--- config.mk ---
export PLATFORM = sky130hd
export DESIGN_NAME = chunked_subtractor
export DESIGN_NICKNAME = d
export VERILOG_FILES = /design/src/rtl/chunked_subtractor.sv
export SDC_FILE = /design/constraint.sdc
export NUM_CORES = 1
export LEC_CHECK = 0
export CELL_PAD_IN_SITES_DETAIL_PLACEMENT = 0
export CELL_PAD_IN_SITES_GLOBAL_PLACEMENT = 2
export CORE_ASPECT_RATIO = 0.75
export CORE_MARGIN = 1.5
export CORE_UTILIZATION = 37
export CTS_BUF_LIST = sky130_fd_sc_hd__clkbuf_16
export CTS_CLUSTER_DIAMETER = 30
export DETAILED_ROUTE_END_ITERATION = 8
export MAX_ROUTING_LAYER = met4
export PLACE_DENSITY_LB_ADDON = 0.1
export SLEW_MARGIN = 0
export SYNTH_ARGS = -nofsm -noshare
export SYNTH_HDL_FRONTEND = slang
export SYNTH_SLANG_ARGS = --single-unit
--- constraint.sdc ---
create_clock -name clk -period 3.65 [get_ports clk]
set_clock_uncertainty 0.2 [all_clocks]
set_input_delay 0.9125 -clock clk [delete_from_list [all_inputs] [get_ports clk]]
set_output_delay 0.9125 -clock clk [all_outputs]
set_load 0.01 [all_outputs]
--- src/rtl/chunked_subtractor.sv ---
// ---------------------------------------------------------------------------
// chunked_subtractor
//
// Multi-cycle subtractor that computes diff = a - b - bin (mod 2^WIDTH).
// Each clock it handles CHUNK bits, LSB first, through a ripple of
// full-subtractor cells. A registered borrow links one chunk to the next.
// A start/busy/done handshake controls it. An operation takes N = WIDTH/CHUNK
// processing cycles, and done pulses one cycle after the last of them.
//
// Parameters:
//   WIDTH  operand/result width in bits (>= 1)
//   CHUNK  bits processed per cycle; must divide WIDTH exactly
//
// Ports:
//   clk    rising-edge clock
//   rst    asynchronous active-high reset (aborts any operation)
//   start  request; sampled only while idle (busy = 0)
//   a      minuend, captured with start
//   b      subtrahend, captured with start
//   bin    borrow-in, captured with start
//   busy   high while an operation is in progress
//   done   one-cycle pulse; the result outputs update in this cycle
//   diff   a - b - bin, modulo 2^WIDTH
//   bout   final borrow (1 iff unsigned a < b + bin)
//   ovf    two's-complement overflow of a - b
//   zero   diff == 0
// ---------------------------------------------------------------------------
module chunked_subtractor #(
    parameter int WIDTH = 8,
    parameter int CHUNK = 2
) (
    input  logic             clk,
    input  logic             rst,
    input  logic             start,
    input  logic [WIDTH-1:0] a,
    input  logic [WIDTH-1:0] b,
    input  logic             bin,
    output logic             busy,
    output logic             done,
    output logic [WIDTH-1:0] diff,
    output logic             bout,
    output logic             ovf,
    output logic             zero
);

    localparam int N  = WIDTH / CHUNK;
    localparam int KW = (N > 1) ? $clog2(N) : 1;

    typedef enum logic {
        IDLE,
        RUN
    } state_t;

    state_t           state;
    logic [WIDTH-1:0] a_sh;
    logic [WIDTH-1:0] b_sh;
    logic [WIDTH-1:0] res_sh;
    logic             br;
    logic [KW-1:0]    k;
    logic             a_msb;
    logic             b_msb;

    // Ripple of full-subtractor cells across the current low chunk.
    logic [CHUNK:0]   chain;
    logic [CHUNK-1:0] chunk_d;

    assign chain[0] = br;

    generate
        for (genvar gi = 0; gi < CHUNK; gi++) begin : g_cell
            logic x;
            logic y;
            assign x             = a_sh[gi];
            assign y             = b_sh[gi];
            assign chunk_d[gi]   = x ^ y ^ chain[gi];
            assign chain[gi + 1] = (~x & y) | (~(x ^ y) & chain[gi]);
        end
    endgenerate

    // Operands shift right by one chunk per cycle. Chunk results enter the
    // result register at the top, so after N cycles the result is in place.
    logic [WIDTH-1:0] a_next;
    logic [WIDTH-1:0] b_next;
    logic [WIDTH-1:0] res_next;

    generate
        if (CHUNK == WIDTH) begin : g_single
            assign a_next   = '0;
            assign b_next   = '0;
            assign res_next = chunk_d;
        end else begin : g_multi
            assign a_next   = {{CHUNK{1'b0}}, a_sh[WIDTH-1:CHUNK]};
            assign b_next   = {{CHUNK{1'b0}}, b_sh[WIDTH-1:CHUNK]};
            assign res_next = {chunk_d, res_sh[WIDTH-1:CHUNK]};
        end
    endgenerate

    always_ff @(posedge clk or posedge rst) begin
        if (rst) begin
            state  <= IDLE;
            a_sh   <= '0;
            b_sh   <= '0;
            res_sh <= '0;
            br     <= 1'b0;
            k      <= '0;
            a_msb  <= 1'b0;
            b_msb  <= 1'b0;
            busy   <= 1'b0;
            done   <= 1'b0;
            diff   <= '0;
            bout   <= 1'b0;
            ovf    <= 1'b0;
            zero   <= 1'b0;
        end else begin
            done <= 1'b0;
            case (state)
                IDLE: begin
                    if (start) begin
                        a_sh   <= a;
                        b_sh   <= b;
                        br     <= bin;
                        a_msb  <= a[WIDTH-1];
                        b_msb  <= b[WIDTH-1];
                        res_sh <= '0;
                        k      <= '0;
                        busy   <= 1'b1;
                        state  <= RUN;
                    end
                end
                RUN: begin
                    a_sh   <= a_next;
                    b_sh   <= b_next;
                    res_sh <= res_next;
                    br     <= chain[CHUNK];
                    k      <= k + 1'b1;
                    if (k == KW'(N - 1)) begin
                        // The last chunk finishes here. Publish every flag from
                        // the completed result, so diff never shows a partial value.
                        state <= IDLE;
                        busy  <= 1'b0;
                        done  <= 1'b1;
                        diff  <= res_next;
                        bout  <= chain[CHUNK];
                        zero  <= (res_next == '0);
                        ovf   <= (a_msb != b_msb) && (res_next[WIDTH-1] != a_msb);
                    end
                end
                default: state <= IDLE;
            endcase
        end
    end

endmodule
======== After elaboration in Yosys (flattened, before gate mapping) ========
Cells that the tools add are included.
word-level totals
  word-level logic and storage cells ...... 58
  register bits ........................... 43
cells by class
  reduce and logical (&&, ||, !) cells .... 5
  equality and inequality tests ........... 5
  muxes and demuxes ....................... 18
  $add $sub $neg .......................... 1
  bitwise operators ....................... 15
operators with widths
  operator                                                number
  case mux 8 bit (2 select lines)                         3
  2-to-1 mux 8 bit                                        3
  logical NOT 8 bit                                       1
  2-to-1 mux 1 bit                                        7
  case mux 1 bit (2 select lines)                         3
  AND reduction 2 bit                                     3
  NOT 1 bit                                               5
  AND 1 bit                                               4
  case mux 2 bit (2 select lines)                         1
  XOR 1 bit                                               4
  adder 2 x 1 -> 2 bit (second input constant)            1
  == test 2 bit (second input constant)                   1
  2-to-1 mux 2 bit                                        1
  inequality test 1 bit                                   2
  inequality test 2 x 1 -> 1 bit (second input constant)  1
  inequality test 2 bit (second input constant)           1
  bitwise OR 1 bit                                        2
  logical AND 1 bit                                       1

======== Depth between registers and ports, before layout ========
Gate-level depths: netlist of the first run.
  depth after elaboration ................. 7
  mapped depth ............................ 5

======== Worst setup path after synthesis of the first run ========
Ideal clock, no wire load.
  path kind ............................... register to register
  start point ............................. register a_sh[0]
  end point ............................... register ovf
  setup slack ............................. 1.585 ns
  data arrival time ....................... 1.783 ns
  setup time .............................. 0.082 ns
  stages on the path, launching flop included .. 6
  path through ............................ dfrtp_1 -> inv_1 -> fa_1 -> fa_1 -> or3b_1 -> a31oi_1
on the way
  word-level cells in the longest chain between the ends .. 7
  elaborated cells between the ends (all ways) .. 9
RTL lines
  what                     RTL line  RTL
  from (decl)              55        logic [WIDTH-1:0] a_sh;
  from (signal assigned)   131       a_sh <= a_next;
  XOR 1 bit                76        assign chain[gi + 1] = (~x & y) | (~(x ^ y) & chain[gi]);
  NOT 1 bit                76
  AND 1 bit                76
  bitwise OR 1 bit *       76
  XOR 1 bit *              75        assign chunk_d[gi] = x ^ y ^ chain[gi];
  inequality test 1 bit *  145       ovf <= (a_msb != b_msb) && (res_next[WIDTH-1] != a_msb);
  logical AND 1 bit *      145
  to (signal assigned)     145
  to (decl)                42        output logic ovf,
Every way passes the cells marked *; elsewhere a longest branch is shown, timed or not.
A chain may end at the register's enable or synchronous reset.

======== Worst setup path after layout of the first run ========
  start point ............................. input start
  end point ............................... register a_sh[2]
on the way
  word-level cells in the longest chain between the ends .. 1
RTL lines
  what                             RTL line  RTL
  from (decl)                      34        input logic start,
  inequality test 2 bit (no line)  -
No other way between the ends.

==> results of run 1 <==
## layer usage
metal / track usage / routed length [um] / up-vias
li1: - / - / 572
met2: 0.205 / 1440 / 26
met3: 0.0439 / 146 / 5
met1: 0.219 / 1810 / 563
met5: - / 0 / -
met4: 0.0430 / 34 / 0
## power breakdown
part | switching, mW | total (mW) | internal [mW] | leakage (nW)
logic | 0.343 | 0.762 | 0.419 | 0.491
registers | 0.144 | 0.795 | 0.651 | 0.519
clock network | 0.163 | 0.410 | 0.247 | 0.0687
## tightest hold or removal path, stage by stage (launching register included)
cell,delay [ns]
dfrtp_1,0.34
nand2_1,0.05
o21ai_0,0.06
## logic make-up after synthesis
kind of cell | share of synthesized area
fa+ha+maj | 0.0286
simple gates | 0.102
compound gates | 0.0778
mux | 0.184
flops | 0.559
buf+inv | 0.0477
## synthesized netlist by cell type, types with 2 or more instances
| cell type | number | area [um^2] |
|---|---|---|
| o21ai_0 | 8 | 40.0 |
| nor2_1 | 6 | 22.5 |
| inv_1 | 4 | 15.0 |
| o21ai_1 | 8 | 40.0 |
| buf_2 | 2 | 10.0 |
| mux2i_1 | 21 | 210 |
| mux2_4 | 7 | 105 |
| a22o_1 | 2 | 17.5 |
| nand2_1 | 16 | 60.1 |
| fa_1 | 2 | 40.0 |
| mux2_2 | 2 | 22.5 |
| nor4b_1 | 2 | 17.5 |
| a21oi_1 | 3 | 15.0 |
| dfrtp_1 | 41 | 1030 |
| nand2b_1 | 6 | 37.5 |
| buf_6 | 4 | 45.0 |
## placed cells by master (no fill, tap or decap), drive strengths merged
cell type      count
dfrtp             41
clkdlybuf4s50     32
mux2i             21
nand2             17
o21ai             16
mux2               9
nand2b             6
nor2               6
clkbuf             5
inv                5
a21oi              3
buf                3
clkinv             3
nor4b              2
a22o               2
fa                 2
nor2b              1
a21boi             1
a31o               1
or3b               1
nand3b             1
a31oi              1
a21o               1
ha                 1
## registers in the layout, indices dropped and copies added, names as in the netlist
register,cells
a_msb,1
a_sh,8
b_msb,1
b_sh,8
bout,1
br,1
busy,1
diff,8
done,1
k,2
ovf,1
res_sh,6
state,1
zero,1
## layout make-up
type / instances / area share
Sequential cell: 41 / 0.442
Multi-Input combinational cell: 92 / 0.311
Timing Repair Buffer: 35 / 0.148
Clock buffer: 5 / 0.0539
Tap cell: 57 / 0.0307
Inverter: 5 / 0.00917
Clock inverter: 3 / 0.00539
## metrics by stage
step	instances	setup WS, ns	area [um^2]	util
global placement	230	1.07	2180	0.472
finish	238	1.31	2320	0.502
global route	238	1.20	2320	0.502
floorplan	146	1.59	1830	-
detailed placement	230	1.02	2180	0.472
CTS	238	1.31	2320	0.502
## final timing paths
kind,startpoint,to,slack [ns]
min in group asynchronous,rst,b_sh[6]$_DFFE_PP0P_,0.87
worst min register to register,b_sh[7]$_DFFE_PP0P_,b_sh[5]$_DFFE_PP0P_,0.28
worst min-delay path,b_sh[7]$_DFFE_PP0P_,b_sh[5]$_DFFE_PP0P_,0.28
max in group asynchronous,rst,k[0]$_DFFE_PP0P_,2.02
worst max-delay path,start,a_sh[2]$_DFFE_PP0P_,1.31
worst max register to register,a_sh[0]$_DFFE_PP0P_,ovf$_DFFE_PP0P_,1.38
==> key figures, run 1 <==
Global routing
  – Vias in the first global route: 1,222
  – Gr usage total: 0.151
  – First-pass GRT wire length: 6150 um
  – Initial antenna violation count: 0
  – GRT overflow: 0
  – Largest net degree at the start of global routing: 42

Power and ir drop
  – Pwr Density: 848 mW/mm^2
  – Total power: 1.97 mW
  – Static leakage: 1.08 nW
  – VDD IR max: 0.403 mV

Floorplanning
  – Row count: 21
  – Core footprint: 0.00462 mm^2
  – IO Pins: 33
  – Die width: 84.3 um
  – Initial Utilization: 0.397
  – Die height: 64.0 um
  – Die area: 0.00539 mm^2

Worst setup path
  – Slowest CP cell: clkdlybuf4s50_1
  – CP Capture Type: register
  – CP Cell Sequence: clkdlybuf4s50_1 -> buf_4 -> mux2i_1 -> o21ai_0
  – Critical Path Fanout Max: 17
  – Crit path kind: input pin to register
  – Crit start category: input pin
  – R2R depth: 5
  – Kind of cell adding the most delay to the critical path: buffers and inverters
  – Max stage delay on crit path: 0.68 ns
  – Critical path depth in cells: 4
  – CP arrival: 2.27 ns
  – Worst EP required: 3.58 ns
  – Buf/Inv on CP: 2

Synthesis
  – Top FF cell, synth: dfrtp_1
  – Register area share after synthesis: 0.559
  – Post-Syn Area: 0.00183 mm^2
  – Post-synthesis instance total: 146
  – Ys async rst share: 1.00
  – Synthesis Warnings: 0
  – Mapped Nets: 169
  – Syn avg cell area: 12.6 um^2
  – Post-synth EDFFs: 0
  – Post-synthesis cell type count: 28
  – Seq cells post-synth: 41

Drt
  – Routed len/inst: 14.4 um
  – Antenna-violating nets left: 0
  – Via count: 1,166
  – Initial drt markers: 97
  – 1st-pass router iterations: 4
  – Drt total wl: 3430 um
  – Drt drc: 0
  – Vias per inst: 4.90

Cells and area
  – Share of layout cells above drive strength 1: 0.122
  – Area of the multi-input gates: 721 um^2
  – Layout Nets: 203
  – Register area: 0.00103 mm^2
  – Fill cell count: 424
  – Inserted Diodes: 0
  – Area grow syn2layout: 26.5%

Clock network
  – Clock Tree Buf Depth: 2
  – CTS buffer count: 5
  – Skew-Pair Late Insertion Delay: 0.28 ns
  – # H-tree levels: 2
  – # hold bufs at CTS: 0
  – CTS resizes: 0
  – CTS tree: yes
  – Clock sink count: 41
  – Clock transition at the registers of the reported paths: 0.05 ns
  – Clk root buf: clkbuf_16
  – Setup Buffers After CTS: 0

Timing
  – Min Hold Slack: 0.281 ns
  – Final Hold Vio Count: 0
  – TNS Setup: 0 ns
  – Fmax: 428 MHz
  – Max-slew violations: 0
  – Endpoints failing setup: 0
  – Min Tclk post-route: 2.34 ns
  – Period utilization: 0.640
  – Rel. slew slack: 0.620
  – RSZ-0062 raised after global routing: no
  – Worst Tran Pin Value: 0.570 ns

Min path
  – Worst hold stages: 2
  – Worst min path class: register to register

Placement
  – GP Congestion: 0.699
  – Post-DP HPWL: 2310 um
  – Buffers added on ports: 32

Run
  – Maxcap violations: 0

Outcome
  – Status: finished, final reports clean
(Power assumes the default switching activity.)
==> run 2: changes to the inputs <==
--- a/config.mk
+++ b/config.mk
@@ -9,7 +9,7 @@
 export CELL_PAD_IN_SITES_GLOBAL_PLACEMENT = 2
 export CORE_ASPECT_RATIO = 0.75
 export CORE_MARGIN = 1.5
-export CORE_UTILIZATION = 37
+export CORE_UTILIZATION = 34
 export CTS_BUF_LIST = sky130_fd_sc_hd__clkbuf_16
 export CTS_CLUSTER_DIAMETER = 30
 export DETAILED_ROUTE_END_ITERATION = 8
==> constraint.sdc (replaced) <==
create_clock -name clk -period 2.43 [get_ports clk]
set_clock_uncertainty 0.2 [all_clocks]
set_input_delay 0.6075 -clock clk [delete_from_list [all_inputs] [get_ports clk]]
set_output_delay 0.6075 -clock clk [all_outputs]
set_load 0.01 [all_outputs]
==> run 2 against run 1 <==
Compared with the run above: combinational power up 51%; sequential power is 47% higher; first-iteration DRC count is 28% lower; routed wire length is 2.6% higher; via count grew 0.69%; critical path depth is 1 higher; sequential share of layout area fell by 0.77 points; clock power is 52% higher; die area grew 8.5%; non-clock buffer count up 3; hold slack better by 0.0012 ns; critical endpoint is now ovf$_DFFE_PP0P_.
==> key figures, run 2 (synthesized netlist as in run 1, its figures left out) <==
Clock network
  – Clock Tree Buf Depth: 2 (unchanged)
  – CTS tree: yes (unchanged)
  – Clock transition at the registers of the reported paths: 0.06 ns (was 0.05 ns)
  – Clock sink count: 41 (unchanged)
  – # H-tree levels: 2 (unchanged)
  – # hold bufs at CTS: 0 (unchanged)
  – CTS resizes: 0 (unchanged)
  – Setup Buffers After CTS: 0 (unchanged)
  – CTS buffer count: 5 (unchanged)
  – Skew-Pair Late Insertion Delay: 0.28 ns (about the same)
  – Clk root buf: clkbuf_16 (unchanged)

Drt
  – Routed len/inst: 13.8 um (was 14.4 um)
  – M1 wire length: 1860 um (was 1810 um)
  – Drt total wl: 3520 um (was 3430 um)
  – Vias per inst: 4.59 (was 4.90)
  – Antenna-violating nets left: 0 (unchanged)
  – Top layer in use: met4 (unchanged)
  – 1st-pass router iterations: 4 (unchanged)
  – Initial drt markers: 70 (was 97)
  – Met2 WL post-DR: 1500 um (was 1440 um)
  – Via count: 1,174 (was 1,166)
  – Detail Route met3 WL: 137 um (was 146 um)
  – Drt drc: 0 (unchanged)

Power and ir drop
  – Static leakage: 1.09 nW (was 1.08 nW)
  – Pwr Density: 1250 mW/mm^2 (was 848 mW/mm^2)
  – VDD IR max: 0.603 mV (was 0.403 mV)

Worst setup path
  – Crit path kind: register to register (was input pin to register)
  – Slowest CP cell: fa_1 (was clkdlybuf4s50_1)
  – CP most frequent cell: fa_1
  – CP Cell Sequence: inv_1 -> fa_1 -> fa_1 -> or3b_1 -> a31oi_1 (was clkdlybuf4s50_1 -> buf_4 -> mux2i_1 -> o21ai_0)
  – CP Capture Type: register (unchanged)
  – Kind of cell adding the most delay to the critical path: adder cells (was buffers and inverters)
  – Critical Path Fanout Max: 5 (was 17)
  – Crit start category: register (was input pin)
  – Max stage delay on crit path: 0.52 ns (was 0.68 ns)
  – Buf/Inv on CP: 1 (was 2)
  – Worst EP required: 2.43 ns (was 3.58 ns)
  – CP arrival: 2.20 ns (was 2.27 ns)

Cells and area
  – Final instance area: 0.00236 mm^2 (was 0.00232 mm^2)
  – Non-Filler Instances: 256 (was 238)
  – Area grow syn2layout: 28.7% (was 26.5%)
  – Fill cell count: 475 (was 424)
  – Commonest cells after routing, fill and taps aside: dfrtp_1 (41), clkdlybuf4s50_1 (32), mux2i_1 (21) (unchanged)
  – Area of the multi-input gates: 721 um^2 (unchanged)
  – Layout Nets: 206 (was 203)
  – Register area: 0.00103 mm^2 (unchanged)
  – Biggest regs: a_sh (8), b_sh (8), diff (8) (unchanged)
  – Most common cell after layout, fill and taps aside: dfrtp_1 (unchanged)
  – Share of layout cells above drive strength 1: 0.136 (was 0.122)
  – Inserted Diodes: 0 (unchanged)

Placement
  – Post-DP HPWL: 2390 um (was 2310 um)
  – GP Congestion: 0.701 (was 0.699)
  – Buffers added on ports: 32 (unchanged)
  – Area after DPL: 0.00222 mm^2 (was 0.00218 mm^2)
  – Post-placement cell count: 248 (was 230)
  – Worst slack, placed: 0.263 ns (was 1.02 ns)

Timing
  – TNS Setup: 0 ns (unchanged)
  – Endpoints failing setup: 0 (unchanged)
  – Min Hold Slack: 0.282 ns (was 0.281 ns)
  – RSZ-0062 raised after global routing: no (unchanged)
  – Max-slew violations: 0 (unchanged)
  – Period utilization: 0.909
  – Final Hold Vio Count: 0 (unchanged)
  – Min Tclk post-route: 2.21 ns
  – Fin worst setup slack: 0.221 ns (was 1.31 ns)
  – Rel. slew slack: 0.653 (was 0.620)
  – Fmax: 453 MHz
  – Worst Tran Pin Value: 0.520 ns (was 0.570 ns)

Global routing
  – Gr usage total: 0.148 (was 0.151)
  – First-pass GRT wire length: 6160 um (was 6150 um)
  – Largest net degree at the start of global routing: 42 (unchanged)
  – Initial antenna violation count: 0 (unchanged)
  – Vias in the first global route: 1,225 (was 1,222)
  – GRT overflow: 0 (unchanged)

Run
  – Maxcap violations: 0 (unchanged)

Floorplanning
  – Core footprint: 0.00504 mm^2 (was 0.00462 mm^2)
  – IO Pins: 33 (unchanged)
  – Die height: 66.6 um (was 64.0 um)
  – Row count: 22 (was 21)
  – Initial Utilization: 0.364 (was 0.397)
  – Die width: 87.8 um (was 84.3 um)
  – Die area: 0.00585 mm^2 (was 0.00539 mm^2)

Outcome
  – Status: finished, final reports clean (unchanged)

Min path
  – Worst min path class: register to register (unchanged)
run 2: cell count changes in the layout (fill, tap and decap cells not counted):
cell	previous run	this run
buf_4	3	6
run 2: layout make-up:
type	instances	share of cell area
sequential	41	0.435
multi-input combinational	92	0.305
timing repair buffer	38	0.155
clock buffer	5	0.0530
tap	72	0.0382
inverter	5	0.00901
clock inverter	3	0.00530
run 2: path summary, 6_finish.rpt:
check	start	to	slack, ns	depth (start not counted)
max	a_sh[0]$_DFFE_PP0P_	ovf$_DFFE_PP0P_	0.22	5
min	b_sh[6]$_DFFE_PP0P_	b_sh[4]$_DFFE_PP0P_	0.28	2
max reg2reg	a_sh[0]$_DFFE_PP0P_	ovf$_DFFE_PP0P_	0.22	5
min reg2reg	b_sh[6]$_DFFE_PP0P_	b_sh[4]$_DFFE_PP0P_	0.28	2
max in group asynchronous	rst	a_sh[3]$_DFFE_PP0P_	1.10	3
min in group asynchronous	rst	b_sh[4]$_DFFE_PP0P_	0.56	3
run 2: per-layer routing:
metal  up-vias  GRT usage
met2        20      0.202
met3         4     0.0545
met4         0     0.0536
met5         -          -
met1       576      0.199
li1        574          -
run 2: where the power goes:
group / total, mW / switching (mW) / internal [mW]
registers: 1.17 / 0.194 / 0.978
clock network: 0.624 / 0.253 / 0.371
logic: 1.15 / 0.518 / 0.630
total: 2.94 / 0.965 / 1.98
run 2: worst register-to-register path: stages (launching register included):
cell,delay [ns]
dfrtp_1,0.35
inv_1,0.06
fa_1,0.43
fa_1,0.53
or3b_1,0.38
a31oi_1,0.18
run 2: through the flow:
step,power [mW],util
2_1_floorplan,1.94,-
3_3_place_gp,2.33,0.441
3_5_place_dp,2.34,0.441
4_1_cts,2.99,0.469
5_1_grt,3.19,0.469
6_report,2.94,0.469
==> run 3: changes to the inputs <==
--- a/config.mk
+++ b/config.mk
@@ -11,7 +11,7 @@
 export CORE_MARGIN = 1.5
 export CORE_UTILIZATION = 34
 export CTS_BUF_LIST = sky130_fd_sc_hd__clkbuf_16
-export CTS_CLUSTER_DIAMETER = 30
+export CTS_CLUSTER_DIAMETER = 200
 export DETAILED_ROUTE_END_ITERATION = 8
 export MAX_ROUTING_LAYER = met4
 export PLACE_DENSITY_LB_ADDON = 0.1
==> results of run 3 <==
Same layout as run 2: the final DEF is identical, and so are final timing and power.
